File: src/rtl/trap_ctrl.sv
// trap_ctrl: machine-mode trap entry / mret sequencer and trap CSR file.
// Latency: an event accepted in IDLE raises redirect_valid on the next cycle.
// Backpressure: redirect_valid/redirect_pc/stall held until redirect_ready; new events ignored meanwhile.
//
// Ports:
//   clk, rst_n                  clock, async active-low reset
//   exception/mcause_in/trap_pc/trap_val   synchronous exception request
//   mret                        mret executing this cycle
//   irq_ok, irq_mtip, irq_meip  interrupt boundary and pending lines
//   csr_we/csr_addr/csr_wdata   CSR write port; csr_rdata combinational read
//   stall, redirect_*           pipeline hold and PC redirect handshake
//   mie_global                  mstatus.MIE
module trap_ctrl #(
  parameter int               MXLEN       = 32,
  parameter logic [MXLEN-1:0] RESET_MTVEC = '0
) (
  input  logic             clk,
  input  logic             rst_n,
  input  logic             exception,
  input  logic [MXLEN-1:0] mcause_in,
  input  logic [MXLEN-1:0] trap_pc,
  input  logic [MXLEN-1:0] trap_val,
  input  logic             mret,
  input  logic             irq_ok,
  input  logic             irq_mtip,
  input  logic             irq_meip,
  input  logic             csr_we,
  input  logic [11:0]      csr_addr,
  input  logic [MXLEN-1:0] csr_wdata,
  output logic [MXLEN-1:0] csr_rdata,
  output logic             stall,
  output logic             redirect_valid,
  input  logic             redirect_ready,
  output logic [MXLEN-1:0] redirect_pc,
  output logic             mie_global
);

  localparam logic [11:0] ADDR_MSTATUS = 12'h300;
  localparam logic [11:0] ADDR_MIE     = 12'h304;
  localparam logic [11:0] ADDR_MTVEC   = 12'h305;
  localparam logic [11:0] ADDR_MEPC    = 12'h341;
  localparam logic [11:0] ADDR_MCAUSE  = 12'h342;
  localparam logic [11:0] ADDR_MTVAL   = 12'h343;
  localparam logic [11:0] ADDR_MIP     = 12'h344;

  localparam logic [MXLEN-1:0] ALIGN_MASK = {{(MXLEN-2){1'b1}}, 2'b00};
  localparam logic [MXLEN-1:0] CAUSE_MEI  = {1'b1, {(MXLEN-5){1'b0}}, 4'hB};
  localparam logic [MXLEN-1:0] CAUSE_MTI  = {1'b1, {(MXLEN-5){1'b0}}, 4'h7};

  typedef enum logic {IDLE = 1'b0, REDIRECT = 1'b1} state_t;

  state_t           state_q;
  logic             mstatus_mie_q;
  logic             mstatus_mpie_q;
  logic             mie_mtie_q;
  logic             mie_meie_q;
  logic [MXLEN-1:0] mtvec_q;
  logic [MXLEN-1:0] mepc_q;
  logic [MXLEN-1:0] mcause_q;
  logic [MXLEN-1:0] mtval_q;
  logic [MXLEN-1:0] redirect_pc_q;

  logic             mei_take;
  logic             mti_take;
  logic [MXLEN-1:0] irq_cause;
  logic [MXLEN-1:0] tvec_base;
  logic [MXLEN-1:0] irq_target;
  logic [MXLEN-1:0] trap_pc_al;

  assign mei_take   = irq_ok & mstatus_mie_q & mie_meie_q & irq_meip;
  assign mti_take   = irq_ok & mstatus_mie_q & mie_mtie_q & irq_mtip;
  assign irq_cause  = mei_take ? CAUSE_MEI : CAUSE_MTI;
  assign tvec_base  = mtvec_q & ALIGN_MASK;
  // 4*cause[MXLEN-2:0] modulo 2^MXLEN only keeps cause[MXLEN-3:0]; the sum wraps.
  assign irq_target = mtvec_q[0] ? tvec_base + {irq_cause[MXLEN-3:0], 2'b00} : tvec_base;
  assign trap_pc_al = trap_pc & ALIGN_MASK;

  assign stall          = (state_q == REDIRECT);
  assign redirect_valid = (state_q == REDIRECT);
  assign redirect_pc    = redirect_pc_q;
  assign mie_global     = mstatus_mie_q;

  always_comb begin
    csr_rdata = '0;
    case (csr_addr)
      ADDR_MSTATUS: begin
        csr_rdata[12:11] = 2'b11;
        csr_rdata[7]     = mstatus_mpie_q;
        csr_rdata[3]     = mstatus_mie_q;
      end
      ADDR_MIE: begin
        csr_rdata[11] = mie_meie_q;
        csr_rdata[7]  = mie_mtie_q;
      end
      ADDR_MTVEC:  csr_rdata = mtvec_q;
      ADDR_MEPC:   csr_rdata = mepc_q;
      ADDR_MCAUSE: csr_rdata = mcause_q;
      ADDR_MTVAL:  csr_rdata = mtval_q;
      ADDR_MIP: begin
        csr_rdata[11] = irq_meip;
        csr_rdata[7]  = irq_mtip;
      end
      default:     csr_rdata = '0;
    endcase
  end

  always_ff @(posedge clk or negedge rst_n) begin
    if (!rst_n) begin
      state_q        <= IDLE;
      mstatus_mie_q  <= 1'b0;
      mstatus_mpie_q <= 1'b0;
      mie_mtie_q     <= 1'b0;
      mie_meie_q     <= 1'b0;
      mtvec_q        <= RESET_MTVEC;
      mepc_q         <= '0;
      mcause_q       <= '0;
      mtval_q        <= '0;
      redirect_pc_q  <= '0;
    end else begin
      case (state_q)
        IDLE: begin
          // Accepted events take the cycle; any CSR write alongside is dropped.
          if (exception) begin
            mepc_q         <= trap_pc_al;
            mcause_q       <= mcause_in;
            mtval_q        <= trap_val;
            mstatus_mpie_q <= mstatus_mie_q;
            mstatus_mie_q  <= 1'b0;
            redirect_pc_q  <= tvec_base;
            state_q        <= REDIRECT;
          end else if (mret) begin
            mstatus_mie_q  <= mstatus_mpie_q;
            mstatus_mpie_q <= 1'b1;
            redirect_pc_q  <= mepc_q;
            state_q        <= REDIRECT;
          end else if (mei_take || mti_take) begin
            mepc_q         <= trap_pc_al;
            mcause_q       <= irq_cause;
            mtval_q        <= '0;
            mstatus_mpie_q <= mstatus_mie_q;
            mstatus_mie_q  <= 1'b0;
            redirect_pc_q  <= irq_target;
            state_q        <= REDIRECT;
          end else if (csr_we) begin
            case (csr_addr)
              ADDR_MSTATUS: begin
                mstatus_mie_q  <= csr_wdata[3];
                mstatus_mpie_q <= csr_wdata[7];
              end
              ADDR_MIE: begin
                mie_mtie_q <= csr_wdata[7];
                mie_meie_q <= csr_wdata[11];
              end
              // Reserved modes 2/3 collapse to direct.
              ADDR_MTVEC:  mtvec_q  <= {csr_wdata[MXLEN-1:2], 1'b0, (csr_wdata[1:0] == 2'b01)};
              ADDR_MEPC:   mepc_q   <= csr_wdata & ALIGN_MASK;
              ADDR_MCAUSE: mcause_q <= csr_wdata;
              ADDR_MTVAL:  mtval_q  <= csr_wdata;
              default: ;
            endcase
          end
        end
        REDIRECT: begin
          if (redirect_ready) state_q <= IDLE;
        end
        default: state_q <= IDLE;
      endcase
    end
  end

endmodule

File: config.mk
export PLATFORM = sky130hd
export DESIGN_NAME = trap_ctrl
export DESIGN_NICKNAME = d
export VERILOG_FILES = /design/src/rtl/trap_ctrl.sv
export SDC_FILE = /design/constraint.sdc
export NUM_CORES = 1
export LEC_CHECK = 0
export ABC_AREA = 1
export BUFFER_PORTS_ARGS = -buffer_cell sky130_fd_sc_hd__buf_2
export CORE_ASPECT_RATIO = 1.75
export CORE_MARGIN = 4
export CORE_UTILIZATION = 59
export DETAILED_ROUTE_END_ITERATION = 10
export GPL_ROUTABILITY_DRIVEN = 1
export PLACE_DENSITY = 0.95
export SYNTH_ARGS = -nofsm -noshare
export SYNTH_HDL_FRONTEND = slang
export SYNTH_SLANG_ARGS = --single-unit
File: constraint.sdc
create_clock -name clk -period 3 [get_ports clk]
set_input_delay 0.45 -clock clk [delete_from_list [all_inputs] [get_ports clk]]
set_output_delay 0.45 -clock clk [all_outputs]
set_load 0.005 [all_outputs]
== Word level (Yosys, flattened, before mapping) ==
Cells that the tools add are included.
Cells by class
  muxes and demuxes: 43
  equality and inequality tests: 9
  reductions and logical operators: 15
  $add $sub $neg: 1
  bitwise operators: 9
Operators by type and width (number)
  32-bit 2-to-1 mux: 19
  12-bit by 10-bit equality test with 1-bit output (second input constant): 7
  19-bit one-hot mux with 4 select lines: 1
  3-bit one-hot mux with 4 select lines: 3
  32-bit by 6-bit adder with 32-bit output: 1
  3-bit nonzero test: 5
  1-bit 2-to-1 mux: 14
  1-bit one-hot mux with 7 select lines: 2
  4-bit AND reduction: 3
  6-bit AND reduction: 2
  1-bit one-hot mux with 5 select lines: 2
  4-bit nonzero test: 2
  1-bit AND: 5
  4-bit 2-to-1 mux: 1
  1-bit NOT: 4
  3-bit AND reduction: 1
  2-bit by 1-bit equality test with 1-bit output (second input constant): 1
  2-bit != test (second input constant): 1
  1-bit one-hot mux with 2 select lines: 1
  2-bit AND reduction: 1
  1-bit logical OR: 1
Storage, ports and cells
  word-level logic and storage cells: 87
  output and inout bits: 67
  input port bits: 149
  flip-flop bits (word level): 164

== Logic depth before layout (Yosys ltp) ==
  depth in word-level cells: 9
  depth in mapped cells: 16
  gate-level depth less buffers: 16

== Worst setup path after synthesis ==
No wires, ideal clock.
  path type: input to register
  from: input irq_ok
  to: register redirect_pc_q[16] (netlist: redirect_pc[16])
  data arrival time: 1.925 ns
  stages on the path: 15
  data required time: 2.923 ns
  library setup time: 0.077 ns
  path buffers: 0
  setup slack: 0.997 ns
  path through: nand2_1 -> inv_2 -> nand3_2 -> inv_1 -> ha_1 -> nand2_1 -> nand2_1 -> inv_1 -> nand2_1 -> nand2_1 -> nor2_1 -> inv_1 -> o21ai_0 -> nand3_1 -> a21oi_1
On the way
  longest elaborated chain between the ends: 9
  elaborated cells on any way between the ends: 14
  those cells by class: 1 x add/sub; 5 x mux; 5 x bitwise; 3 x reduce/logical
Ends and longest elaborated chain
  from (decl): RTL line 24  | input logic irq_ok,
  1-bit AND *: RTL line 70, 71
  1-bit AND (2 in a row): RTL line 70  | assign mei_take = irq_ok & mstatus_mie_q & mie_meie_q & irq_meip;
  4-bit 2-to-1 mux: RTL line 72  | assign irq_cause = mei_take ? CAUSE_MEI : CAUSE_MTI;
  32-bit by 6-bit adder with 32-bit output: RTL line 75  | assign irq_target = mtvec_q[0] ? tvec_base + {irq_cause[MXLEN-3:0], 2'b00} : tvec_base;
  32-bit 2-to-1 mux: RTL line 75
  32-bit 2-to-1 mux: RTL line 136  | end else if (mei_take || mti_take) begin
  32-bit 2-to-1 mux: RTL line 131  | end else if (mret) begin
  32-bit 2-to-1 mux: RTL line 123  | if (exception) begin
  to (signal assigned): RTL line 129  | redirect_pc_q <= tvec_base;
  to (signal assigned): RTL line 134  | redirect_pc_q <= mepc_q;
  to (signal assigned): RTL line 142  | redirect_pc_q <= irq_target;
  to (decl): RTL line 61  | logic [MXLEN-1:0] redirect_pc_q;
Every way passes the cells marked *; elsewhere a longest branch is shown, timed or not. The select of a mux whose other input is x is not followed.
A chain may end at the register's enable or synchronous reset.

== Worst setup path in the final report ==
  from: register mstatus_mie_q (netlist: mie_global)
  to: register mepc_q[15]
On the way
  longest elaborated chain between the ends: 7
  elaborated cells on any way between the ends: 12
  those cells by class: 3 x mux; 5 x bitwise; 4 x reduce/logical
Ends and longest elaborated chain
  from (decl): RTL line 53  | logic mstatus_mie_q;
  from (signal assigned): RTL line 132  | mstatus_mie_q <= mstatus_mpie_q;
  from (signal assigned): RTL line 147  | mstatus_mie_q <= csr_wdata[3];
  1-bit AND *: RTL line 70, 71
  1-bit AND, on equally long branches (2 in a row): RTL line 70, 71
  1-bit logical OR *: RTL line 136
  32-bit 2-to-1 mux: RTL line 136
  32-bit 2-to-1 mux: RTL line 131
  32-bit 2-to-1 mux: RTL line 123
  to (signal assigned): RTL line 124  | mepc_q <= trap_pc_al;
  to (signal assigned): RTL line 137  | mepc_q <= trap_pc_al;
  to (signal assigned): RTL line 156  | ADDR_MEPC: mepc_q <= csr_wdata & ALIGN_MASK;
  to (decl): RTL line 58  | logic [MXLEN-1:0] mepc_q;
Marks and branches as above.

==> reports/qor.csv <==
stage;metric;value;unit
outcome;outcome;finished clean;
drt;drc;0;
power;p_total;7.04;mW
setup_path;cp.arrival;2970;ps
drt;vias_per_cell;5.89;
power;leakage;6.10;nW
clocking;root_buffer;clkbuf_16;
drt;final_antenna_net_count;0;
synth;ys_ff_latch;160;
clocking;cts_resized;0;
timing;setup_tns;0;ps
place;hpwlAfterDp;23.5;mm
global_routing;grt_max_degree;65;
global_routing;grt_pass1_vias;9808;
timing;tightest_slew;682;ps
synth;synth_top_family_by_area;simple AND/OR/NAND/NOR gates;
min_path;holdCritStartpoint;redirect_ready;
setup_path;required;3340;ps
timing;slew_viol_final;0;
clocking;clock_path_buffers;2;
drt;drtIter0Drc;954;
synth;synth_mux_area_share;0.104;%
synth;ys_warn_count;0;
synth;synth-simple-area-share;26.2;%
min_path;hp-class;input pin to flip-flop;
timing;period_minus_slack;2620;ps
setup_path;cp-start-kind;flip-flop;
synth;syn_avg_cell_area;7.13;µm²
finish;nFillCells;1266;
setup_path;critPathSlowestCell;buf_4;
setup_path;cp-end-kind;flip-flop;
drt;routedWlPerCell;18.4;µm
synth;ys_types;43;
setup_path;worstPathCellList;nand2_1 > inv_2 > nand3_2 > nand3_4 > inv_4 > nand2_1 > o211ai_4 > buf_4 > nor2_1 > a21oi_1;
finish;fin_util;71.2;%
setup_path;cpPeakStageDelay;520;ps
floorplanning;die_x;105;µm
finish;final_layout_size_suffix_gt1_share;22.3;%
place;io_buffers;211;
clocking;cts_made_buffers;17;
floorplanning;core;16000;µm²
timing;rsz0062_at_grt;false;
setup_path;crit_start;mie_global;
setup_path;r2r_start;mie_global;
setup_path;cp_common_cell;nand2_1;
floorplanning;die_area;18500;µm²
timing;skew;13.1;ps
synth;synth-adder-area-share;0.390;%
finish;final_nets;1688;
global_routing;antenna_found_initial;1;
clocking;clock-sinks;160;
clocking;clock_latency;430;ps
floorplanning;die_h;177;µm
clocking;clkTransAtPathRegs;70;ps
power;power.density;620;nW/µm²
global_routing;grt_first_pass_wirelength;50.2;mm
synth;synth.yosys.seq_area_share;41.6;%
global_routing;overflow;0;
place;place_congestion;0.972;
finish;area_growth;17.9;%
timing;clock.fmax;381;MHz
timing;timing.final.setup_violations;0;
setup_path;critPathKind;flip-flop to flip-flop;
setup_path;crit_path_max_fanout;60;
clocking;htree_levels;4;
floorplanning;rows;61;
floorplanning;start_util;60.3;%
finish;seqCellArea;4000;µm²
synth;synth_compound_area_share;20.1;%
drt;wirelength;32.0;mm
timing;finalHoldViolations;0;
finish;multiInputGateArea;4570;µm²
power;ir_drop;431;µV
drt;drtPass1Iterations;7;
synth;synth_xor_area_share;0.546;%
drt;vias;10300;
global_routing;grt_use_total;34.6;%
job;drv_cap;0;
synth;syn_inst;1350;
synth;synth_area;9620;µm²
floorplanning;io_pins;216;
clocking;tritoncts;yes;
timing;slew_headroom;54.1;%
timing;finalCritPeriodShare;87.4;%
==> worst max-delay path: cells and delay by family (launching register included) <==
family          cells  cell delay, ps
compound gates      2             270
simple gates        5             790
flops               1             440
buf+inv             3            1000
==> flip-flops by register name, indices dropped and copies added, names as in the netlist <==
register	count
mtval_q	32
mtvec_q	31
mcause_q	32
mepc_q	30
mie_mtie_q	1
mie_global	1
mstatus_mpie_q	1
mie_meie_q	1
redirect_valid	1
redirect_pc	30
==> report_power, final <==
part	internal (mW)	leakage (nW)	total (mW)	switching, mW
Sequential	2.77	1.82	3.03	0.256
Clock	1.20	0.290	2.19	0.990
Combinational	0.688	4.00	1.82	1.13
Total	4.66	6.10	7.04	2.37
==> metal layers <==
layer  track usage [%]  up-vias  wire (µm)  part of all wire, %
met5                 0        -          0                    0
met4              18.6        0       1690                  5.3
met3              5.48      133       3110                  9.7
met2              56.7      723      15400                   48
met1              43.9     4696      11900                   37
li1                  -     4701          -                    -
==> logic make-up after synthesis <==
family,Yosys count
other cells,1
compound gates,315
buf+inv,244
xor+xnor,6
simple gates,620
flops,160
fa+ha+maj,3
mux,1
==> timing repair <==
item | 4_1_cts | 5_1_grt
hold endpoints to repair | 4 | 0
setup buffers | 0 | 0
hold buffers | 1 | 0
==> cells in the final DEF (no fill, tap or decap), types with 3 or more instances in the layout <==
| cell | netlist | final |
|---|---|---|
| nand2_1 | 384 | 384 |
| buf_2 | 21 | 210 |
| inv_1 | 170 | 170 |
| nor2_1 | 161 | 160 |
| dfrtp_1 | 160 | 160 |
| a21oi_1 | 122 | 122 |
| o22ai_1 | 59 | 59 |
| o21ai_2 | 58 | 58 |
| o21ai_0 | 55 | 55 |
| nand3_1 | 41 | 41 |
| clkbuf_16 | 0 | 17 |
| buf_4 | 7 | 17 |
| nand4_1 | 16 | 16 |
| o21ai_1 | 7 | 7 |
| nand3_2 | 5 | 5 |
| inv_2 | 5 | 5 |
| inv_6 | 0 | 5 |
| xor2_1 | 4 | 4 |
| o211ai_1 | 4 | 4 |
| inv_8 | 0 | 4 |
| buf_12 | 0 | 4 |
| nor2_2 | 2 | 3 |
| o221ai_1 | 3 | 3 |
| ha_1 | 3 | 3 |
==> synth_stat cells (all sizes together) <==
master / n / share of area, %
and3: 1 / 0.065
dfrtp: 160 / 42
nor3: 2 / 0.10
o31ai: 1 / 0.13
nand2: 385 / 15
o21ai: 120 / 8.5
conb: 1 / 0.039
inv: 176 / 6.9
buf: 43 / 3.2
a31oi: 1 / 0.065
or2: 1 / 0.091
xor2: 4 / 0.36
o22ai: 59 / 3.8
o211ai: 5 / 0.44
clkinv: 1 / 0.039
o221ai: 3 / 0.27
a21oi: 124 / 6.7
o211a: 1 / 0.10
nand3: 47 / 2.8
nand4: 16 / 1.0
xnor2: 2 / 0.18
clkbuf: 24 / 0.95
nor4: 2 / 0.13
o32ai: 1 / 0.091
mux2i: 1 / 0.10
ha: 3 / 0.39
nor2: 166 / 6.9
==> through the flow <==
| step | instances | hold slack (ps) | setup slack, ps | cell area, µm² |
|---|---|---|---|---|
| after global routing | 1739 | 211 | 258 | 11300 |
| final | 1740 | 191 | 378 | 11300 |
| after global placement | 1705 | 443 | 487 | 10800 |
| after CTS | 1738 | 189 | 406 | 11300 |
| after detailed placement | 1705 | 448 | 401 | 10800 |
| after floorplan | 1351 | 154 | 997 | 9630 |
==> worst paths after layout <==
check	end	slack, ps	cells after the start
setup / recovery	mepc_q[15]	380	10
max in group asynchronous	redirect_pc[21]	1640	3
setup reg to reg	mepc_q[15]	380	10
hold reg to reg	redirect_pc[6]	480	2
hold / removal	redirect_valid	190	2
min in group asynchronous	redirect_pc[6]	570	2
==> final cells by class <==
| class | count | share of cell area [%] |
|---|---|---|
| Clock inverter | 14 | 1.28 |
| Tap cell | 189 | 2.08 |
| Timing Repair Buffer | 233 | 11.3 |
| Antenna cell | 2 | 0.0441 |
| Inverter | 177 | 5.88 |
| Multi-Input combinational cell | 947 | 40.3 |
| Sequential cell | 160 | 35.3 |
| Clock buffer | 18 | 3.87 |
Note: power is estimated with default switching activity, not from simulation.
